**src/rtl/led_channel_driver.sv**
```systemverilog
// led_channel_driver: shared tick prescaler and free-running PWM counter feeding
// CHANNELS independent LED outputs, each in OFF, ON, BLINK or PWM mode. Modes are
// written at run time through a valid/ready config port.
module led_channel_driver #(
   parameter int CHANNELS     = 4,
   parameter int CLK_FREQ     = 50000000,
   parameter int TICK_FREQ    = 1000,
   parameter int VALUE_WIDTH  = 16,
   parameter int PWM_WIDTH    = 8,
   parameter int RESET_BLINK  = 1,
   parameter int RESET_PERIOD = 1000,
   localparam int CH_W        = (CHANNELS > 1) ? $clog2(CHANNELS) : 1
) (
   input  logic                   clk,
   input  logic                   reset,
   input  logic                   cfg_valid,
   output logic                   cfg_ready,
   input  logic [CH_W-1:0]        cfg_channel,
   input  logic [1:0]             cfg_mode,
   input  logic [VALUE_WIDTH-1:0] cfg_value,
   output logic                   tick,
   output logic [CHANNELS-1:0]    led
);

   localparam int DIV = CLK_FREQ / TICK_FREQ;
   localparam int PW  = (DIV > 2) ? $clog2(DIV) : 1;
   localparam logic [PW-1:0] PRE_MAX = PW'(DIV - 1);

   localparam logic [1:0] MODE_OFF   = 2'd0;
   localparam logic [1:0] MODE_ON    = 2'd1;
   localparam logic [1:0] MODE_BLINK = 2'd2;
   localparam logic [1:0] MODE_PWM   = 2'd3;

   logic [PW-1:0]        pre_cnt;
   logic [PWM_WIDTH-1:0] pwm_cnt;
   logic                 accept;
   logic [CHANNELS-1:0]  drive;
   logic [CHANNELS-1:0]  drive_q;

   assign accept = cfg_valid & cfg_ready;

   // Prescaler: wraps every DIV clocks; tick is high for the cycle after the wrap.
   always_ff @(posedge clk or posedge reset) begin
      if (reset) begin
         pre_cnt <= '0;
         tick    <= 1'b0;
      end else if (pre_cnt == PRE_MAX) begin
         pre_cnt <= '0;
         tick    <= 1'b1;
      end else begin
         pre_cnt <= pre_cnt + 1'b1;
         tick    <= 1'b0;
      end
   end

   // Shared free-running PWM counter, untouched by config writes.
   always_ff @(posedge clk or posedge reset) begin
      if (reset) pwm_cnt <= '0;
      else       pwm_cnt <= pwm_cnt + 1'b1;
   end

   // Config port becomes ready one edge after reset release and stays ready.
   always_ff @(posedge clk or posedge reset) begin
      if (reset) cfg_ready <= 1'b0;
      else       cfg_ready <= 1'b1;
   end

   for (genvar g = 0; g < CHANNELS; g++) begin : g_ch
      localparam logic [CH_W-1:0] IDX = CH_W'(g);
      localparam bit RST_BLINK = (g == 0) && (RESET_BLINK != 0);
      localparam logic [1:0] RST_MODE = RST_BLINK ? MODE_BLINK : MODE_OFF;
      localparam logic [VALUE_WIDTH-1:0] RST_VAL =
         RST_BLINK ? VALUE_WIDTH'(RESET_PERIOD) : '0;

      logic [1:0]             mode;
      logic [VALUE_WIDTH-1:0] value;
      logic [VALUE_WIDTH-1:0] blink_cnt;
      logic [VALUE_WIDTH-1:0] last_cnt;
      logic                   phase;
      logic                   wr;

      assign wr       = accept && (cfg_channel == IDX);
      // A half-period of 0 behaves as 1: toggle on every tick.
      assign last_cnt = (value == '0) ? '0 : value - VALUE_WIDTH'(1);

      // Mode/value register and blink timer; a write beats a coincident tick.
      always_ff @(posedge clk or posedge reset) begin
         if (reset) begin
            mode      <= RST_MODE;
            value     <= RST_VAL;
            blink_cnt <= '0;
            phase     <= 1'b0;
         end else if (wr) begin
            mode      <= cfg_mode;
            value     <= cfg_value;
            blink_cnt <= '0;
            phase     <= 1'b0;
         end else if (mode == MODE_BLINK && tick) begin
            if (blink_cnt == last_cnt) begin
               blink_cnt <= '0;
               phase     <= ~phase;
            end else begin
               blink_cnt <= blink_cnt + 1'b1;
            end
         end
      end

      // Per-channel drive level selected by mode.
      always_comb begin
         drive[g] = 1'b0;
         case (mode)
            MODE_OFF:   drive[g] = 1'b0;
            MODE_ON:    drive[g] = 1'b1;
            MODE_BLINK: drive[g] = phase;
            MODE_PWM:   drive[g] = (pwm_cnt < value[PWM_WIDTH-1:0]);
            default:    drive[g] = 1'b0;
         endcase
      end
   end

   // Two register stages from mode state to the pins: a new mode shows on led
   // two edges after the accepting edge.
   always_ff @(posedge clk or posedge reset) begin
      if (reset) begin
         drive_q <= '0;
         led     <= '0;
      end else begin
         drive_q <= drive;
         led     <= drive_q;
      end
   end

endmodule

```
**config.mk**
```make
export PLATFORM = sky130hd
export DESIGN_NAME = led_channel_driver
export DESIGN_NICKNAME = d
export VERILOG_FILES = /design/src/rtl/led_channel_driver.sv
export SDC_FILE = /design/constraint.sdc
export NUM_CORES = 1
export LEC_CHECK = 0
export CORE_UTILIZATION = 42
export CTS_BUF_LIST = sky130_fd_sc_hd__clkbuf_2 sky130_fd_sc_hd__clkbuf_4 sky130_fd_sc_hd__clkbuf_8
export DETAILED_ROUTE_END_ITERATION = 7
export GPL_TIMING_DRIVEN = 1
export PLACE_DENSITY = 0.69
export SLEW_MARGIN = 15
export SYNTH_ARGS = -nofsm -noshare
export SYNTH_HDL_FRONTEND = slang
export SYNTH_SLANG_ARGS = --single-unit
export TNS_END_PERCENT = 20
```
**constraint.sdc**
```tcl
create_clock -name clk -period 6.42 [get_ports clk]
set_input_delay 1.284 -clock clk [delete_from_list [all_inputs] [get_ports clk]]
set_output_delay 1.284 -clock clk [all_outputs]
set_load 0.05 [all_outputs]
```
==> results of run 1 <==
==> sequential cells by signal, indices dropped and copies added (netlist names) <==
name            count
cfg_ready           1
drive_q             4
g_ch.blink_cnt     64
g_ch.mode           8
g_ch.phase          4
g_ch.value         64
led                 4
pre_cnt            16
pwm_cnt             8
tick                1
==> critical path, cell delays in order, from the launching register on <==
cell and delay [ns]:
dfrtp_1 0.46, inv_1 0.11, ha_1 0.18, or3b_2 0.55, or3_1 0.48, or2_2 0.35
o311ai_1 0.38, nand4b_1 0.14, or3_1 0.32, o21ai_1 0.76, nor2_1 0.14
==> worst max path at each step <==
| stage | cells past startpoint | endpoint | slack (ns) | startpoint |
|---|---|---|---|---|
| after floorplan | 1 | cfg_ready | 0.43 | reset |
| after global placement | 10 | g_ch[3].blink_cnt[13] | 2.55 | g_ch[3].value[0] |
| after detailed placement | 10 | g_ch[3].blink_cnt[7] | 2.40 | g_ch[3].value[0] |
| after CTS | 10 | g_ch[3].blink_cnt[7] | 2.37 | g_ch[3].value[0] |
| after global routing | 10 | g_ch[3].blink_cnt[7] | 2.04 | g_ch[3].value[0] |
| final | 10 | g_ch[3].blink_cnt[7] | 2.40 | g_ch[3].value[0] |
==> power groups by stage <==
stage                     registers, W  logic, W  clock network [W]
after global placement         0.00141  0.000779                  0
final                          0.00139  0.000800           0.000871
after detailed placement       0.00141  0.000788                  0
after floorplan                0.00135  0.000637                  0
after CTS                      0.00139  0.000793           0.000891
after global routing           0.00142  0.000888           0.000930
==> metal layers <==
| metal | routed length (um) | global-route usage |
|---|---|---|
| met1 | 13900 | 0.301 |
| met2 | 13000 | 0.337 |
| met3 | 1480 | 0.0359 |
| met4 | 461 | 0.0535 |
| met5 | 0 | 0 |
==> stage by stage <==
stage               area (um^2)  cells  hold slack (ns)  total power, W
floorplan                 11400   1329            0.331         0.00199
global placement          11900   1632            0.335         0.00218
detailed placement        11900   1632            0.339         0.00220
CTS                       12300   1664            0.360         0.00308
global route              12300   1664            0.375         0.00324
finish                    12300   1664            0.357         0.00306
==> cells in the mapped netlist, types with 3 or more instances <==
cell type  instances
nand3b_1           9
o211ai_1           3
mux2_2            29
o21ai_1            3
nand2b_1          13
xnor2_1           52
o31ai_1            6
ha_1              38
or3_1             29
nor2_1           114
nor4_1            30
buf_1              8
and3_1            21
or3b_2             3
dfstp_2            7
xnor3_1            3
and2_1             5
and4_1             5
nand2_1          200
nand4b_1           4
nor3b_1            7
mux2i_1           11
or4_1             15
o2111ai_1          3
o21ai_0           54
a21oi_1           54
nor4b_1            3
nor2b_1            5
nor3_1            34
a31oi_1            5
a311oi_1           4
a2111oi_0          5
nand3_1           62
nand4_1           32
xor2_1            54
buf_2              3
o311ai_0           4
clkbuf_1          57
a211oi_1           7
dfrtp_1          167
a21o_1            43
inv_1             47
or2_2             12
o22ai_1           10
==> area by class of cell <==
class | count | area [um^2]
clock buffers | 17 | 234
clock inverters | 15 | 204
inverters | 47 | 181
well taps | 335 | 419
multi-input cells | 1039 | 6560
flip-flops and latches | 174 | 4360
fillers | 2534 | 14000
repair buffers | 37 | 348
==> cell families after synthesis <==
group,Yosys count
mux,40
other cells,1
fa+ha+maj,38
buf+inv,116
simple gates,614
flops,174
compound gates,237
xor+xnor,109
==> run_results.csv, run 1 <==
group,metric,value,unit
outcome,outcome,"complete, but fails checks",
outcome,violations,"design-rule violations",
synth,ys_ff_latch,174,
pwr,p_seq_frac,0.455,
timing,worst_slew_pin_slew,1.04,ns
clock_network,htree_levels,4,
timing,fin_crit,4.02,ns
synth,synth_edf_count,0,
synth,synth_top_area_share,0.368,
timing,fin_worst_skew,0.0189,ns
synth,syn_avg_cell_area,8.55,um^2
worst_hold_path,holdPathEnd,"led[0]",
synth,syn-num-nets,1390,
floorplan,num_rows,59,
clock_network,cts_hold_buf,0,
timing,rsz0062_at_grt,"no",
clock_network,cts_tree,"built",
clock_network,cts_root_buffer,"clkbuf_8",
place,gp_congestion,0.905,
routing,ant_nets,0,
synth,synth_area,11400,um^2
synth,netlist-cell-type-count,79,
critical_path,crit_type,"reg -> reg",
pwr,p_switching,0.00110,W
pwr,pwr_density_cell,249,nW/um^2
clock_network,clock_sinks,174,
pwr,sw_frac_of_total,0.358,
worst_hold_path,hold_start,"drive_q[0]",
place,pre_cts_slack,2.40,ns
critical_path,reg2reg_to,"g_ch[3].blink_cnt[7]",
clock_network,numCtsBuffers,17,
synth,synth-compound-area-share,0.140,
timing,maxSlewViolCount,0,
final_layout,layout_commonest_cell,"nand2_1",
timing,tns,0,ns
critical_path,cp.arrival,4.34,ns
timing,hold_viol,0,
global_route,grtUsageTotal,0.212,
clock_network,clk_latency,0.48,ns
global_route,grt_overflow_total,0,
critical_path,r2r-start,"g_ch[3].value[0]",
timing,max_freq,248,MHz
global_route,grt_pass1_wl,47500,um
timing,finalCritPeriodShare,0.627,
synth,ys_warn_count,0,
clock_network,cts_setup_buffers,0,
floorplan,core_area,26300,um^2
place,io_buffers,28,
timing,setup_ws,2.40,ns
final_layout,drive_gt1_frac,0.0835,
critical_path,start_kind,"register",
routing,detail_route.wl_per_cell,17.4,um
clock_network,cts.clk_slew.worst_paths,0.10,ns
pwr,peakVddDrop,0.133,mV
critical_path,cp.required,6.74,ns
timing,relSlewSlack,0.303,
flow_run,cap_violations,0,
floorplan,start_util,0.432,
final_layout,final_cell_mix,"nand2_1 (200), dfrtp_1 (167), nor2_1 (114), nand3_1 (62)",
synth,synth_top_family_by_area,"simple AND/OR/NAND/NOR gates",
critical_path,crit_fanout,14,
synth,synth_top_area_cell,"dfrtp_1",
synth,seq_area_frac_synth,0.384,
critical_path,worst-r2r-setup-slack,2.40,ns
pwr,power.internal,0.00197,W
global_route,grt_pass1_vias,9181,
floorplan,fp.dieH,166,um
timing,setup_viol,0,
pwr,combPwrFrac,0.261,
global_route,grt_max_degree,88,
floorplan,die_area,27700,um^2
synth,synthArstFlopShare,1.00,
synth,muxShareOfSynthArea,0.0384,
worst_hold_path,hold_depth,0,
synth,synth_simple_gate_area_frac,0.269,
routing,drc_errors,2,
routing,drt_iter0_markers,749,
synth,synth_cells,1329,
routing,num_vias,9682,
clock_network,post_cts_resize_count,0,
global_route,grt_antenna_before_repair,1,
pwr,power_frac_clock,0.284,
synth,synth_xor_area_frac,0.0877,
place,place.detailed.hpwl,20700,um
final_layout,fin_nets,1377,
pwr,p_leak,5.45,nW
routing,first_pass_iters,7,
synth,yosys.area_share.adder,0.0418,
final_layout,area_delta_synth_final,8.36,%
floorplan,die_w,166,um
clock_network,clockBufferDepth,2,
routing,vias_per_cell,5.82,
synth,synthTopCellsByArea,"dfrtp_1 (37%), nand2_1 (6.6%), ha_1 (4.2%)",
final_layout,n_antenna_cell,0,
critical_path,end_kind,"register",
floorplan,ios,29,
critical_path,reg2regPathDepth,10,
worst_hold_path,hp-class,"reg -> reg",
final_layout,post-route-util,0.468,
synth,synth_top_flop_cell,"dfrtp_1",
routing,wirelength,28900,um
No activity file was read; power rests on OpenSTA's default activity.
==> run 2, diff against run 1 <==
- PLACE_DENSITY: 0.69 -> 0.71
- clock period: 6.42 -> 3.45 ns (I/O delays scaled with it)
==> run_results.csv, run 2 (synthesis gave the netlist of run 1 again) <==
group,metric,value,unit
timing,fin_worst_skew,0.0222,ns
critical_path,crit_type,"reg -> reg",
final_layout,layout_commonest_cell,"nand2_1",
final_layout,drive_gt1_frac,0.128,
clock_network,cts_hold_buf,0,
pwr,pwr_density_cell,451,nW/um^2
timing,setup_viol,0,
routing,ant_nets,0,
timing,relSlewSlack,0.501,
clock_network,numCtsBuffers,17,
clock_network,cts_root_buffer,"clkbuf_8",
timing,maxSlewViolCount,0,
global_route,use_met2,0.349,
worst_hold_path,hold_depth,0,
routing,vias_per_cell,5.84,
critical_path,start_kind,"register",
global_route,grt_antenna_before_repair,0,
critical_path,cp.required,3.83,ns
floorplan,core_area,26300,um^2
final_layout,n_antenna_cell,0,
timing,fin_crit,3.35,ns
final_layout,reg.largest.list,"g_ch.blink_cnt (64), g_ch.value (64), pre_cnt (16)",
routing,detail_route.wl_per_cell,17.5,um
critical_path,end_kind,"register",
routing,num_vias,10000,
clock_network,clockBufferDepth,2,
timing,worst_slew_pin_slew,0.746,ns
clock_network,clk_latency,0.47,ns
outcome,violations,"design-rule violations",
worst_hold_path,hp-class,"reg -> reg",
clock_network,clock_sinks,174,
timing,hold_slack,0.357,ns
critical_path,crit_fanout,6,
flow_run,cap_violations,0,
floorplan,die_w,166,um
critical_path,reg2regPathDepth,12,
routing,drc_errors,2,
floorplan,fp.dieH,166,um
timing,finalCritPeriodShare,0.972,
final_layout,final_cell_mix,"nand2_1 (199), dfrtp_1 (167), nor2_1 (112), nand3_1 (62), buf_4 (56)",
routing,drt_iter0_markers,902,
clock_network,htree_levels,4,
floorplan,start_util,0.432,
global_route,grt_overflow_total,0,
clock_network,cts.clk_slew.worst_paths,0.10,ns
outcome,outcome,"complete, but fails checks",
clock_network,cts_tree,"built",
critical_path,cp.arrival,3.73,ns
global_route,busiest_layer,"met2",
global_route,grtUsageTotal,0.221,
global_route,grt_pass1_vias,9561,
place,place.detailed.hpwl,21900,um
global_route,grt_pass1_wl,49300,um
pwr,p_leak,5.72,nW
global_route,gr-usage-met1,0.317,
routing,first_pass_iters,8,
final_layout,area_delta_synth_final,12.7,%
timing,hold_viol,0,
floorplan,ios,29,
final_layout,fin_nets,1426,
global_route,grt_max_degree,60,
routing,wirelength,30000,um
place,gp_congestion,0.947,
floorplan,die_area,27700,um^2
floorplan,num_rows,59,
pwr,peakVddDrop,0.339,mV
timing,max_freq,298,MHz
place,io_buffers,28,
final_layout,post-route-util,0.487,
global_route,gr-usage-met3,0.0321,
## run 2: worst paths after layout
path                             startpoint  slack [ns]                   end
setup / recovery           g_ch[0].value[0]         0.1  g_ch[0].blink_cnt[2]
hold / removal                   drive_q[0]        0.36                led[0]
setup reg to reg           g_ch[0].value[0]         0.1  g_ch[0].blink_cnt[2]
hold reg to reg                  drive_q[0]        0.36                led[0]
max in group asynchronous             reset        1.94            pre_cnt[2]
min in group asynchronous             reset        0.62  g_ch[1].blink_cnt[2]
## run 2: worst max-delay path: stages, from the launching register on
cell       delay, ns
dfrtp_1         0.40
inv_1           0.12
ha_4            0.15
or4b_2          0.60
buf_4           0.18
or4_4           0.57
a2bb2o_1        0.31
nand4b_1        0.15
a2111oi_4       0.07
buf_4           0.16
a21oi_4         0.19
o21ai_2         0.12
o31ai_2         0.25
## run 2: repair_timing
item | in CTS | in global routing
pin swaps | 1 | 7
setup buffers | 0 | 4
endpoints found under the setup margin | 14 | 49
resized for setup | 3 | 24
## run 2: per-stage QoR
step           instances  setup TNS (ns)  instance area, um^2  power, W  worst slack [ns]
4_1_cts             1709               0                12700   0.00574            0.0235
3_3_place_gp        1677               0                12200   0.00418            0.0213
2_1_floorplan       1329               0                11400   0.00370            0.0433
6_report            1713               0                12800   0.00578            0.0976
5_1_grt             1713        -0.00893                12800   0.00610          -0.00466
3_5_place_dp        1677          -0.539                12200   0.00422           -0.0658
## run 2: power breakdown
group | internal, W | total [W] | switching, W
registers | 0.00227 | 0.00255 | 0.000288
logic | 0.000773 | 0.00172 | 0.000948
clock network | 0.000681 | 0.00150 | 0.000819
total | 0.00372 | 0.00578 | 0.00206
## run 2: cell type report
type / instances / area (um^2)
clock inverters: 14 / 155
fillers: 2480 / 13500
inverters: 47 / 180
multi-input cells: 1039 / 6690
repair buffers: 86 / 741
clock buffers: 18 / 248
well taps: 335 / 419
flip-flops and latches: 174 / 4360
## run 2: layer usage
metal | part of all wire | vias to the layer above | wire length (um)
met5 | 0 | - | 0
met4 | 0.013 | 0 | 389
met3 | 0.061 | 30 | 1830
met2 | 0.46 | 306 | 13700
met1 | 0.47 | 4881 | 14100
li1 | - | 4789 | -
==> run 3, diff against run 2 <==
- SETUP_SLACK_MARGIN: default -> 0.05
==> run_results.csv, run 3 (synthesis gave the netlist of run 1 again) <==
group,metric,value,unit
floorplan,start_util,0.432,
timing,finalCritPeriodShare,0.965,
place,place.detailed.hpwl,21900,um
final_layout,stdcell_count,1713,
final_layout,drive_gt1_frac,0.131,
clock_network,cts_hold_buf,0,
floorplan,num_rows,59,
place,io_buffers,28,
place,gp_congestion,0.947,
routing,vias_per_cell,5.81,
critical_path,crit_fanout,8,
pwr,power,0.00578,W
timing,relSlewSlack,0.519,
routing,detail_route.wl_per_cell,17.5,um
timing,rsz0062_at_grt,"yes",
timing,hold_slack,0.357,ns
final_layout,layout_commonest_cell,"nand2_1",
worst_hold_path,hp-class,"reg -> reg",
routing,ant_nets,0,
timing,setup_viol,0,
floorplan,core_area,26300,um^2
critical_path,cp.required,3.83,ns
global_route,grtUsageTotal,0.221,
global_route,grt_pass1_vias,9561,
global_route,grt_overflow_total,0,
timing,worst_slew_pin_slew,0.719,ns
flow_run,cap_violations,0,
critical_path,crit_type,"reg -> reg",
pwr,pwr_density_cell,451,nW/um^2
final_layout,reg.largest.list,"g_ch.blink_cnt (64), g_ch.value (64), pre_cnt (16)",
routing,drt_iter0_markers,879,
outcome,outcome,"complete, but fails checks",
final_layout,fin_nets,1426,
pwr,peakVddDrop,0.339,mV
global_route,grt_max_degree,60,
outcome,violations,"design-rule violations",
clock_network,cts_tree,"built",
critical_path,end_kind,"register",
clock_network,cts.clk_slew.worst_paths,0.10,ns
clock_network,numCtsBuffers,17,
routing,drc_errors,2,
final_layout,final_cell_mix,"nand2_1 (199), dfrtp_1 (167), nor2_1 (112), nand3_1 (62), buf_4 (56)",
critical_path,cp.arrival,3.71,ns
clock_network,clockBufferDepth,2,
timing,maxSlewViolCount,0,
floorplan,fp.dieH,166,um
place,place_inst,1677,
timing,fin_crit,3.33,ns
timing,tns,0,ns
critical_path,start_kind,"register",
clock_network,cts_root_buffer,"clkbuf_8",
routing,num_vias,9955,
clock_network,clk_latency,0.47,ns
timing,fin_worst_skew,0.0216,ns
routing,first_pass_iters,7,
floorplan,die_w,166,um
timing,max_freq,300,MHz
clock_network,clock_sinks,174,
timing,hold_viol,0,
final_layout,n_antenna_cell,0,
clock_network,htree_levels,4,
routing,wirelength,30000,um
final_layout,area_delta_synth_final,12.8,%
global_route,grt_pass1_wl,49300,um
floorplan,die_area,27700,um^2
floorplan,ios,29,
global_route,grt_antenna_before_repair,0,
pwr,p_leak,5.72,nW
==> run 3: routing by layer <==
| metal | share of wire | GRT usage | up-vias |
|---|---|---|---|
| li1 | - | - | 4787 |
| met1 | 0.48 | 0.317 | 4877 |
| met2 | 0.46 | 0.349 | 262 |
| met3 | 0.053 | 0.0321 | 29 |
| met4 | 0.012 | 0.0527 | 0 |
| met5 | 0 | 0 | - |
==> run 3: report_power, final <==
group | internal [W] | leakage [nW] | switching (W)
logic | 0.000776 | 3.33 | 0.000950
registers | 0.00227 | 2.18 | 0.000289
clock network | 0.000680 | 0.212 | 0.000815
total | 0.00372 | 5.72 | 0.00205
==> run 3: through the flow <==
stage               cell area (um^2)  utilization  worst slack [ns]
finish                         12800        0.488             0.121
global route                   12800        0.488            0.0146
CTS                            12700        0.481            0.0235
detailed placement             12200        0.466           -0.0658
global placement               12200        0.466            0.0213
floorplan                      11400            -            0.0433
==> run 3: cell type report <==
type	count	area [um^2]
Sequential cell	174	4360
Inverter	47	180
Tap cell	335	419
Clock buffer	18	248
Timing Repair Buffer	86	741
Multi-Input combinational cell	1039	6710
Clock inverter	14	155
Fill cell	2475	13500
==> run 3: critical path, stage by stage, from the launching register on <==
cell and delay (ns):
dfrtp_1 0.39, buf_4 0.17, or4b_2 0.68, buf_4 0.18, or4_4 0.56, a2bb2o_1 0.31
nand4b_1 0.15, a2111oi_4 0.07, buf_4 0.16, a21oi_4 0.19, o21ai_2 0.12, o31ai_2 0.26
==> run 3: path summary, 6_finish.rpt <==
check,startpoint,to,slack (ns),cells past startpoint
min in group asynchronous,reset,g_ch[1].blink_cnt[2],0.63,2
min,drive_q[0],led[0],0.36,0
min reg2reg,drive_q[0],led[0],0.36,0
max,g_ch[0].value[2],g_ch[0].blink_cnt[2],0.12,11
max reg2reg,g_ch[0].value[2],g_ch[0].blink_cnt[2],0.12,11
max in group asynchronous,reset,pre_cnt[2],1.94,3
==> run 3: repair_timing <==
action	CTS	global route
hold endpoints to repair	0	0
setup endpoints to repair	29	54
pin swaps	1	9
resized for setup	3	28
setup buffers	0	4
